<file path="src/rtl/afifo_pkg.sv">
// rtl/afifo_pkg.sv - shared pointer helpers and mode constants for the asynchronous FIFO ports
package afifo_pkg;

  // Helpers work on a wide vector; callers cast down to their pointer width.
  localparam int PTR_MAX_W = 16;

  localparam bit FWFT_MODE = 1'b1;
  localparam bit STD_MODE  = 1'b0;

  function automatic int ptr_w(input int address_width);
    return address_width + 1;
  endfunction

  function automatic logic [PTR_MAX_W-1:0] bin2gray(input logic [PTR_MAX_W-1:0] b);
    return b ^ (b >> 1);
  endfunction

  function automatic logic [PTR_MAX_W-1:0] gray2bin(input logic [PTR_MAX_W-1:0] g);
    logic [PTR_MAX_W-1:0] b;
    b[PTR_MAX_W-1] = g[PTR_MAX_W-1];
    for (int i = PTR_MAX_W - 2; i >= 0; i--) begin
      b[i] = b[i+1] ^ g[i];
    end
    return b;
  endfunction

endpackage

</file>
<file path="src/rtl/afifo_ptr_sync.sv">
// rtl/afifo_ptr_sync.sv - multi-flop Gray pointer synchroniser, shared by both FIFO ports
module afifo_ptr_sync #(
  parameter int WIDTH  = 5,
  parameter int STAGES = 2
) (
  input  logic             clk,
  input  logic             reset,
  input  logic [WIDTH-1:0] d,
  output logic [WIDTH-1:0] q
);

  logic [WIDTH-1:0] stage [STAGES];

  always_ff @(posedge clk or posedge reset) begin
    if (reset) begin
      for (int i = 0; i < STAGES; i++) begin
        stage[i] <= '0;
      end
    end else begin
      stage[0] <= d;
      for (int i = 1; i < STAGES; i++) begin
        stage[i] <= stage[i-1];
      end
    end
  end

  assign q = stage[STAGES-1];

endmodule

</file>
<file path="src/rtl/afifo_rd_port.sv">
// rtl/afifo_rd_port.sv - read-domain half of the asynchronous FIFO with optional FWFT output stage
module afifo_rd_port
  import afifo_pkg::*;
#(
  parameter int DATA_WIDTH          = 8,
  parameter int ADDRESS_WIDTH       = 4,
  parameter int SYNC_STAGES         = 2,
  parameter int ALMOST_EMPTY_THRESH = 2,
  parameter bit FWFT                = FWFT_MODE
) (
  input  logic                     RClk,
  input  logic                     PresetFull,
  input  logic [ADDRESS_WIDTH:0]   WrPtrGray_in,
  output logic [ADDRESS_WIDTH:0]   RdPtrGray_out,
  output logic                     MemRdEn_out,
  output logic [ADDRESS_WIDTH-1:0] MemRdAddr_out,
  input  logic [DATA_WIDTH-1:0]    MemRdData_in,
  input  logic                     ReadEn_in,
  output logic [DATA_WIDTH-1:0]    Data_out,
  output logic                     Valid_out,
  output logic                     Empty_out,
  output logic                     AlmostEmpty_out,
  output logic [ADDRESS_WIDTH:0]   RdLevel_out,
  output logic                     Underflow_out
);

  localparam int PW = ptr_w(ADDRESS_WIDTH);
  localparam logic [PW-1:0] AE_THRESH = PW'(ALMOST_EMPTY_THRESH);

  logic [PW-1:0]         wgray_sync, wbin, rbin, rbin_n, rgray_n, mem_level, level_d;
  logic                  mem_avail, issue, pop, inflight, skid_valid;
  logic [1:0]            local_cnt;
  logic [DATA_WIDTH-1:0] skid_data;

  afifo_ptr_sync #(
    .WIDTH (PW),
    .STAGES(SYNC_STAGES)
  ) u_wsync (
    .clk  (RClk),
    .reset(PresetFull),
    .d    (WrPtrGray_in),
    .q    (wgray_sync)
  );

  assign wbin      = PW'(gray2bin(PTR_MAX_W'(wgray_sync)));
  assign mem_avail = (RdPtrGray_out != wgray_sync);
  assign mem_level = wbin - rbin;

  // Words already pulled out of the RAM: output register, skid entry, RAM read in flight.
  assign local_cnt = {1'b0, Valid_out} + {1'b0, skid_valid} + {1'b0, inflight};
  assign pop       = (FWFT == FWFT_MODE) & Valid_out & ReadEn_in;

  always_comb begin
    issue   = 1'b0;
    level_d = mem_level;
    if (FWFT == FWFT_MODE) begin
      issue   = mem_avail && ((local_cnt - {1'b0, pop}) < 2'd2);
      level_d = mem_level + PW'(local_cnt) - PW'(pop);
    end else begin
      issue   = ReadEn_in && mem_avail;
      level_d = mem_level - PW'(issue);
    end
  end

  assign rbin_n        = rbin + PW'(issue);
  assign rgray_n       = PW'(bin2gray(PTR_MAX_W'(rbin_n)));
  assign MemRdEn_out   = issue;
  assign MemRdAddr_out = rbin[ADDRESS_WIDTH-1:0];
  assign Empty_out     = (FWFT == STD_MODE) ? !mem_avail : !Valid_out;

  always_ff @(posedge RClk or posedge PresetFull) begin
    if (PresetFull) begin
      rbin            <= '0;
      RdPtrGray_out   <= '0;
      inflight        <= 1'b0;
      skid_valid      <= 1'b0;
      skid_data       <= '0;
      Data_out        <= '0;
      Valid_out       <= 1'b0;
      RdLevel_out     <= '0;
      AlmostEmpty_out <= 1'b1;
      Underflow_out   <= 1'b0;
    end else begin
      rbin            <= rbin_n;
      RdPtrGray_out   <= rgray_n;
      inflight        <= issue;
      RdLevel_out     <= level_d;
      AlmostEmpty_out <= (level_d <= AE_THRESH);
      Underflow_out   <= ReadEn_in & Empty_out;
      if (FWFT == FWFT_MODE) begin
        // The skid entry is always older than a word arriving from the RAM.
        if (pop) begin
          if (skid_valid) begin
            Data_out <= skid_data;
            if (inflight) begin
              skid_data <= MemRdData_in;
            end else begin
              skid_valid <= 1'b0;
            end
          end else if (inflight) begin
            Data_out <= MemRdData_in;
          end else begin
            Valid_out <= 1'b0;
          end
        end else if (inflight) begin
          if (!Valid_out) begin
            Data_out  <= MemRdData_in;
            Valid_out <= 1'b1;
          end else begin
            skid_data  <= MemRdData_in;
            skid_valid <= 1'b1;
          end
        end
      end else begin
        Valid_out <= inflight;
        if (inflight) begin
          Data_out <= MemRdData_in;
        end
      end
    end
  end

endmodule

</file>
<file path="config.mk">
export PLATFORM = sky130hd
export DESIGN_NAME = afifo_rd_port
export DESIGN_NICKNAME = d
export VERILOG_FILES = /design/src/rtl/afifo_pkg.sv /design/src/rtl/afifo_ptr_sync.sv /design/src/rtl/afifo_rd_port.sv
export SDC_FILE = /design/constraint.sdc
export NUM_CORES = 1
export LEC_CHECK = 0
export BUFFER_PORTS_ARGS = -buffer_cell sky130_fd_sc_hd__buf_2
export CORE_UTILIZATION = 45
export DETAILED_ROUTE_END_ITERATION = 7
export PLACE_DENSITY = 0.7
export SLEW_MARGIN = 30
export SYNTH_ARGS = -nofsm -noshare
export SYNTH_HDL_FRONTEND = slang
export SYNTH_HIERARCHICAL = 1
export SYNTH_SLANG_ARGS = --single-unit
</file>
<file path="constraint.sdc">
create_clock -name RClk -period 5.6 [get_ports RClk]
set_input_delay 1.12 -clock RClk [delete_from_list [all_inputs] [get_ports RClk]]
set_output_delay 1.12 -clock RClk [all_outputs]
set_load 0.1 [all_outputs]
</file>
# [Word-level counts from Yosys, hierarchy flattened]
# Cells that the tools add are included.
[totals] romBits=0 regBits=46 output_inout_bits=27 memories=0 input_bits=16 latchBits=0 mem_bits_rw=0 elab_cells=61
[classes] n_lt_le_gt_ge=2 shifts=0 n_addsub=7 reduce_logical=9 n_mul=0 n_eq_ne=6 n_div=0 mux=18 bitwise=7
[op_table] operator="$mux W8" count=9
[op_table] operator="$mux W1" count=9
[op_table] operator="$ne A2 B2 Y1 const B" count=3
[op_table] operator="$reduce_and A3 Y1" count=2
[op_table] operator="$reduce_bool A2 Y1" count=3
[op_table] operator="$add A5 B1 Y5" count=1
[op_table] operator="$add A5 B2 Y5" count=1
[op_table] operator="$le A5 B2 Y1 const B" count=1
[op_table] operator="$ne A5 B5 Y1" count=1
[op_table] operator="$sub A5 B1 Y5" count=1
[op_table] operator="$sub A5 B5 Y5" count=1
[op_table] operator="$xor A5 B4 Y5" count=1
[op_table] operator="$ne A2 B1 Y1 const B" count=2
[op_table] operator="$reduce_and A4 Y1" count=1
[op_table] operator="$xor A1 B1 Y1" count=4
[op_table] operator="$add A1 B1 Y2" count=1
[op_table] operator="$add A2 B1 Y2" count=1
[op_table] operator="$and A1 B1 Y1" count=2
[op_table] operator="$lt A2 B2 Y1 const B" count=1
[op_table] operator="$reduce_and A2 Y1" count=1
[op_table] operator="$sub A2 B1 Y2" count=1
[op_table] operator="$logic_and A1 B1 Y1" count=1
[op_table] operator="$logic_not A1 Y1" count=1

# [Logic depth before layout (Yosys ltp)]
# Gate-level depths: netlist of run 1.
[depth] word_depth=8 depth_mapped=15 mapped_depth_nobuf=14

# [Modules after synthesis]
# The synthesis of run 1 kept the hierarchy.
[modules_own_cells] mod="afifo_rd_port" seq_area_each_um2=877.1 n_inst=1 area_per_inst_um2=1747.9 cells_each=144
[modules_own_cells] mod="afifo_ptr_sync" seq_area_each_um2=250.2 n_inst=1 area_per_inst_um2=291.5 cells_each=16

# [Worst setup path after synthesis of run 1]
# No wires, ideal clock.
[synth_path] path_kind="reg2reg" from="register Valid_out" to="register RdPtrGray_out[3]" t_required_ns=5.468 path_stages_with_launch=12 n_path_buf=1 setup_ns=0.132 period_less_slack_ns=5.237 arrival_ns=5.105 slack_ns=0.363 cell_sequence="dfrtp_1 -> buf_2 -> inv_1 -> fa_1 -> nand3_1 -> xor2_1 -> a21oi_1 -> ha_1 -> ha_1 -> nand3_1 -> xnor2_1 -> xnor2_1"
[synth_between] elab_chain_cells=7 word_cells_on_any_way=8 cone_classes="add/sub: 4; order compare: 1; bitwise: 2; reduce/logical: 1"
[synth_lines] item="start, declared" line="afifo_rd_port.sv:20" source="output logic Valid_out,"
[synth_lines] item="start signal, assigned" line="afifo_rd_port.sv:115" source="Valid_out <= inflight;"
[synth_lines] item="$add A1 B1 Y2" line="afifo_rd_port.sv:50" source="assign local_cnt = {1'b0, Valid_out} + {1'b0, skid_valid} + {1'b0, inflight};"
[synth_lines] item="$add A2 B1 Y2" line="afifo_rd_port.sv:50"
[synth_lines] item="$sub A2 B1 Y2 *" line="afifo_rd_port.sv:57" source="issue = mem_avail && ((local_cnt - {1'b0, pop}) < 2'd2);"
[synth_lines] item="$lt A2 B2 Y1 *" line="afifo_rd_port.sv:57"
[synth_lines] item="$logic_and A1 B1 Y1 *" line="afifo_rd_port.sv:57"
[synth_lines] item="net MemRdEn_out" line="afifo_rd_port.sv:15" source="output logic MemRdEn_out,"
[synth_lines] item="$add A5 B1 Y5 *" line="afifo_rd_port.sv:65" source="assign rbin_n = rbin + PW'(issue);"
[synth_lines] item="net rbin_n[4]" line="afifo_rd_port.sv:30" source="logic [PW-1:0] wgray_sync, wbin, rbin, rbin_n, rgray_n, mem_level, level_d;"
[synth_lines] item="$xor A5 B4 Y5 *" line="afifo_pkg.sv:15" source="return b ^ (b >> 1);"
[synth_lines] item="net rgray_n[3]" line="afifo_rd_port.sv:30"
[synth_lines] item="end signal, assigned" line="afifo_rd_port.sv:85" source="RdPtrGray_out <= rgray_n;"
[synth_lines] item="end, declared" line="afifo_rd_port.sv:14" source="output logic [ADDRESS_WIDTH:0] RdPtrGray_out,"
# Mark *: on every way through the listed nets, which the timed path passes. The rest lies on a longest branch.
# A chain may end at the register's enable or synchronous reset.

# [Final worst setup path of run 1]
[layout_path] from="register u_wsync.stage (netlist bit u_wsync/q[3])" to="register AlmostEmpty_out"
[layout_between] elab_chain_cells=8
[layout_lines] item="start, declared" line="afifo_ptr_sync.sv:12" source="logic [WIDTH-1:0] stage [STAGES];"
[layout_lines] item="start signal, assigned by index" line="afifo_ptr_sync.sv:22" source="stage[i] <= stage[i-1];"
[layout_lines] item="$xor A1 B1 Y1 *" line="afifo_pkg.sv:22" source="b[i] = b[i+1] ^ g[i];"
[layout_lines] item="$xor A1 B1 Y1 (3 in a row)" line="afifo_pkg.sv:22"
[layout_lines] item="$sub A5 B5 Y5 *" line="afifo_rd_port.sv:47" source="assign mem_level = wbin - rbin;"
[layout_lines] item="$add A5 B2 Y5 *" line="afifo_rd_port.sv:58" source="level_d = mem_level + PW'(local_cnt) - PW'(pop);"
[layout_lines] item="$sub A5 B1 Y5 *" line="afifo_rd_port.sv:58"
[layout_lines] item="net level_d[4]" line="afifo_rd_port.sv:30"
[layout_lines] item="$le A5 B2 Y1 *" line="afifo_rd_port.sv:88" source="AlmostEmpty_out <= (level_d <= AE_THRESH);"
[layout_lines] item="end signal, assigned" line="afifo_rd_port.sv:88"
[layout_lines] item="end, declared" line="afifo_rd_port.sv:22" source="output logic AlmostEmpty_out,"
# Marked as above.

==> results.toml, run 1 <==
[logic_synthesis]
syn_nets = 190
synth.area.top_cells = "dfrtp_1, ha_1, fa_1"
synthXorXnorAreaFrac_pct = 10.55
ys_types = 25
synthesis.area_mm2 = 0.002039
synthMuxAreaShare_pct = 8.344
ys_seq_area_share_pct = 55.28
synth-main-ff-cell = "dfrtp_1"
yosys.area_share.simple_pct = 3.804
synth_top_cell_by_area = "dfrtp_1"
synth_edf_count = 0
synth_top_family_by_area = "XOR/XNOR gates"
synth_most_common_cell = "dfrtp_1"
syn_avg_cell_area_um2 = 12.75
synth_top_area_share_pct = 53.99
synth-seq-cells = 45
synth.yosys.warnings = 6
synth-compound-area-share_pct = 5.706
synthArstFlopShare_pct = 100.0
synthAdderAreaFrac_pct = 10.43
synth_commonest_cells = "dfrtp_1, inv_1, nand2_1, xor2_1"
postSynthCellCount = 160

[clock_network]
cts.sinks = 45
htreeDepth = 2
tritoncts = "done"
cts_root_buf = "clkbuf_8"
clockBufferDepth = 2
cts_buffers = 5
path_clk_slew_ns = 0.08
insertion_delay_ns = 0.29
ctsHoldBuffers = 0
post_cts_resized = 0
post-cts-setup-buffer-count = 0

[global_routing]
grt_pass1_vias = 1139
grtUsageMet2_pct = 22.76
gr-total-overflow = 0
antenna_found_initial = 0
use_met3_pct = 3.198
grt_pass1_wl_um = 5216
grt_busiest_layer = "met2"
use_met1_pct = 17.76
grt_usage_pct = 14.03
grt_max_degree = 36

[setup_path]
r2r_slack_ns = 1.75
crit_arrival_ns = 4.04
crit_required_ns = 5.79
cp-end-kind = "register"
crit_type = "reg2reg"
r2r_cells = 14
timing.rr.end = "AlmostEmpty_out"
critPathMaxFanout = 3
r2r_start = "u_wsync/q[3]"
worst_setup_path_start_kind = "register"

[detailed_routing]
remaining_drc_errors = 0
drt_iter0_drc = 29
dr_total_vias = 1182
routed_wl_um = 2982
firstDrtPassIters = 4
post_drt_wl_per_cell_um = 11.69
vias_per_cell = 4.635
ant_nets = 0

[die]
row_count = 24
initial_core_util_pct = 46.84
die_w_um = 69.32
die_h_um = 69.32
core_mm2 = 0.004354
dieArea_mm2 = 0.004805
io_pins = 43

[sta]
hold_viol = 0
max_freq_ghz = 0.2601
setup-violations-final = 0
fin_hold_ws_ns = 0.3516
maxSlewHeadroom_pct = 40.80
period_needed_ns = 3.845
worstMarginPinSlew_ns = 0.8820
post-route-period-util_pct = 68.67
tns_ns = 0
fin_skew_ns = 0.007662
rsz0062_at_grt = "false"
finalMaxSlewViolations = 0

[hold_path]
holdPathEnd = "u_wsync/q[3]"
hold_class = "reg2reg"
min_path_cells = 0
holdCritStartpoint = "u_wsync/stage[8]"

[placement]
place_congestion = 0.7459
dp_hpwl_um = 2366
io_buffers = 42

[final_layout]
final_layout_size_suffix_gt1_share_pct = 28.57
area_delta_synth_final_pct = 17.18
fillers = 393
diodes = 0
nNetsFinal = 232

[status]
status = "finished, final reports clean"

[flow_run]
max_cap_violations = 0
[layout make-up]
class | instances | area (µm²) | area share [%]
clock buffers | 6 | 82.58 | 3.456
clock inverters | 2 | 37.54 | 1.571
inverters | 18 | 67.56 | 2.827
multi-input cells | 89 | 792.0 | 33.14
flip-flops and latches | 45 | 1127 | 47.17
well taps | 52 | 65.06 | 2.723
repair buffers | 43 | 217.7 | 9.110
[flip-flops by register name, summed over array words and instances (netlist names), 4 cells and up]
name / count
u_wsync/q: 5
Data_out: 8
u_wsync/stage: 5
RdPtrGray_out: 5
skid_data: 8
RdLevel_out: 5
rbin: 4
[per-stage QoR]
step	util [%]	instance area, µm²	instances	setup WS [ns]
after floorplan	-	2039	160	0.3626
after global placement	52.13	2270	247	1.619
after detailed placement	52.13	2270	247	1.561
after CTS	54.89	2390	255	1.699
after global routing	54.89	2390	255	1.422
final	54.89	2390	255	1.755
[how the worst max path moves through the flow]
| stage | start | to | slack [ns] | depth (start not counted) |
|---|---|---|---|---|
| 6_report | u_wsync/q[3] | AlmostEmpty_out | 1.75 | 14 |
| 5_1_grt | u_wsync/q[3] | AlmostEmpty_out | 1.42 | 14 |
| 4_1_cts | u_wsync/q[3] | AlmostEmpty_out | 1.70 | 14 |
| 3_5_place_dp | ReadEn_in | AlmostEmpty_out | 1.56 | 12 |
| 3_3_place_gp | ReadEn_in | AlmostEmpty_out | 1.62 | 12 |
| 2_1_floorplan | Valid_out | RdPtrGray_out[3] | 0.36 | 11 |
[logic make-up (layout without fill, tap and decap cells)]
family / after synthesis / after routing
buffers and inverters: 26 / 69
AOI/OAI and AO/OA: 19 / 19
DFF: 45 / 45
xor gates and xnor gates: 22 / 22
muxes: 16 / 16
adders and majority gates: 14 / 14
and+or+nand+nor: 18 / 18
[critical path: stages, from the launching register on]
cell and delay, ns:
dfrtp_1 0.42, xnor2_2 0.24, xor2_2 0.22, xor2_2 0.24
xnor2_1 0.11, fa_1 0.48, inv_1 0.05, fa_1 0.49
inv_1 0.04, ha_1 0.22, fa_1 0.46, a21o_1 0.20
a21oi_2 0.14, xnor2_1 0.11, a2111oi_2 0.33
[metal layers]
metal | wire, µm | up-vias
met5 | 0 | -
met4 | 57 | 0
met3 | 117 | 6
met2 | 1481 | 29
met1 | 1326 | 551
li1 | - | 596
[cell usage in the layout, fill, tap and decap left out, drive strengths merged, types with 2 or more instances in the layout]
| cell | count |
|---|---|
| dfrtp | 44 |
| buf | 43 |
| inv | 18 |
| xor2 | 12 |
| nand2 | 10 |
| xnor2 | 10 |
| o21ai | 10 |
| ha | 9 |
| mux2i | 8 |
| mux2 | 8 |
| clkbuf | 6 |
| fa | 5 |
| a21oi | 5 |
| nand3 | 4 |
| a21o | 3 |
| nor2 | 2 |
Power of run 1 is left out: the tool's default activity adds up to more than one toggle a clock period on the data nets, which glitch-free logic cannot reach.
==> run 2: changes to the inputs <==
--- a/config.mk
+++ b/config.mk
@@ -8,7 +8,7 @@
 export BUFFER_PORTS_ARGS = -buffer_cell sky130_fd_sc_hd__buf_2
 export CORE_UTILIZATION = 45
 export DETAILED_ROUTE_END_ITERATION = 7
-export PLACE_DENSITY = 0.7
+export PLACE_DENSITY = 0.72
 export SLEW_MARGIN = 30
 export SYNTH_ARGS = -nofsm -noshare
 export SYNTH_HDL_FRONTEND = slang
==> constraint.sdc (replaced) <==
create_clock -name RClk -period 3.2 [get_ports RClk]
set_input_delay 0.64 -clock RClk [delete_from_list [all_inputs] [get_ports RClk]]
set_output_delay 0.64 -clock RClk [all_outputs]
set_load 0.1 [all_outputs]
==> run 2 against run 1 <==
Net effect: the run now ends with setup timing left; sequential share of layout area shrank 2.5 points; first-iteration DRC count grew 10%; sequential cell count is the same; critical path depth is the same; via count grew 4.0%; setup slack lost 2.0 ns; non-clock buffer count grew 10; design area grew 6.0%; largest cell class unchanged; global-route usage grew 0.61 points; clock skew shrank 0.0024 ns.
==> results.toml, run 2 (synthesized netlist as in run 1, its figures left out) <==
[clock_network]
cts_root_buf = "clkbuf_8"
tritoncts = "done"
cts_buffers = 5
cts.sinks = 45
path_clk_slew_ns = 0.08
ctsHoldBuffers = 0
insertion_delay_ns = 0.29
clockBufferDepth = 2
htreeDepth = 2

[final_layout]
reg.largest.list = "Data_out x8, skid_data x8"
final_layout_size_suffix_gt1_share_pct = 36.15
diodes = 0
nNetsFinal = 242
finalNonFillerCells = 265
post-route-util_pct = 58.19
area_delta_synth_final_pct = 24.23
layout_commonest_cell = "dfrtp_1"
final_cell_mix = "dfrtp_1, buf_2, inv_1, buf_4, nand2_1"

[global_routing]
grt_usage_pct = 14.64
antenna_found_initial = 0
grt_max_degree = 23
gr-total-overflow = 0
grt_pass1_vias = 1232
grt_pass1_wl_um = 5464

[hold_path]
hold_class = "in2async"

[die]
row_count = 24
initial_core_util_pct = 46.84
dieArea_mm2 = 0.004805
core_mm2 = 0.004354
io_pins = 43
die_h_um = 69.32
die_w_um = 69.32

[setup_path]
crit_arrival_ns = 3.63
critPathMaxFanout = 2
cp-end-kind = "register"
crit_type = "reg2reg"
crit_required_ns = 3.39
worst_setup_path_start_kind = "register"

[sta]
worstMarginPinSlew_ns = 0.7901
fin_skew_ns = 0.005266
setup_ws_ns = -0.2355
maxSlewHeadroom_pct = 47.27
fin_hold_ws_ns = 0.3092
setup-violations-final = 2
period_needed_ns = 3.436
post-route-period-util_pct = 107.4
hold_viol = 0
finalMaxSlewViolations = 0
max_freq_ghz = 0.2911
rsz0062_at_grt = "true"

[detailed_routing]
post_drt_wl_per_cell_um = 11.63
dr_total_vias = 1229
remaining_drc_errors = 0
ant_nets = 0
routed_wl_um = 3083
vias_per_cell = 4.638
firstDrtPassIters = 4
drt_iter0_drc = 32

[placement]
place_congestion = 0.8310
io_buffers = 42
post-place-cells = 254
dp_hpwl_um = 2443

[status]
violations = "setup timing"
status = "finished with violations"

[flow_run]
max_cap_violations = 0
[run 2: path summary, 6_finish.rpt]
kind                       depth (start not counted)        startpoint              end  slack (ns)
min in group RClk                                  0  u_wsync/stage[7]     u_wsync/q[2]        0.35
max reg2reg                                       14      u_wsync/q[4]  AlmostEmpty_out       -0.24
max                                               14      u_wsync/q[4]  AlmostEmpty_out       -0.24
min                                                2        PresetFull     u_wsync/q[3]        0.31
min reg2reg                                        0  u_wsync/stage[7]     u_wsync/q[2]        0.35
max in group asynchronous                          3        PresetFull      Data_out[0]        2.02
[run 2: what timing repair did]
item	in CTS	in global routing
gates resized for setup	1	0
endpoints found under the setup margin	3	3
buffers inserted	2	1
pin swaps	2	1
[run 2: metrics by stage]
| stage | setup TNS, ns | area, µm² | setup WS, ns |
|---|---|---|---|
| floorplan | -3.713 | 2090 | -0.5262 |
| global placement | -0.1984 | 2366 | -0.1731 |
| detailed placement | -0.4136 | 2366 | -0.2800 |
| CTS | -0.3921 | 2522 | -0.2741 |
| global route | -0.6798 | 2534 | -0.3954 |
| finish | -0.3219 | 2534 | -0.2355 |
[run 2: layout make-up]
cell class	count	area (µm²)
fillers	369	1821
flip-flops and latches	45	1131
multi-input cells	89	839.6
repair buffers	53	292.8
inverters	18	71.32
clock buffers	5	68.82
clock inverters	3	65.06
well taps	52	65.06
[run 2: metal layers]
metal / GRT usage, % / wire, µm / share of wire (%) / vias up
li1: - / - / - / 610
met1: 18.28 / 1367 / 44 / 591
met2: 24.27 / 1551 / 50 / 23
met3: 3.634 / 117 / 3.8 / 5
met4: 6.122 / 47 / 1.5 / 0
met5: 0 / 0 / 0 / -
[run 2: critical path, cell delays in order (launching register included)]
cell,delay (ns)
dfrtp_1,0.41
xnor2_2,0.23
xor2_2,0.22
xor2_2,0.18
xnor2_1,0.10
fa_1,0.49
inv_1,0.05
fa_1,0.49
inv_1,0.04
ha_2,0.19
fa_2,0.34
a21o_1,0.17
a21oi_2,0.12
xnor2_1,0.10
a2111oi_2,0.21
Power of run 2 is left out for the same reason.
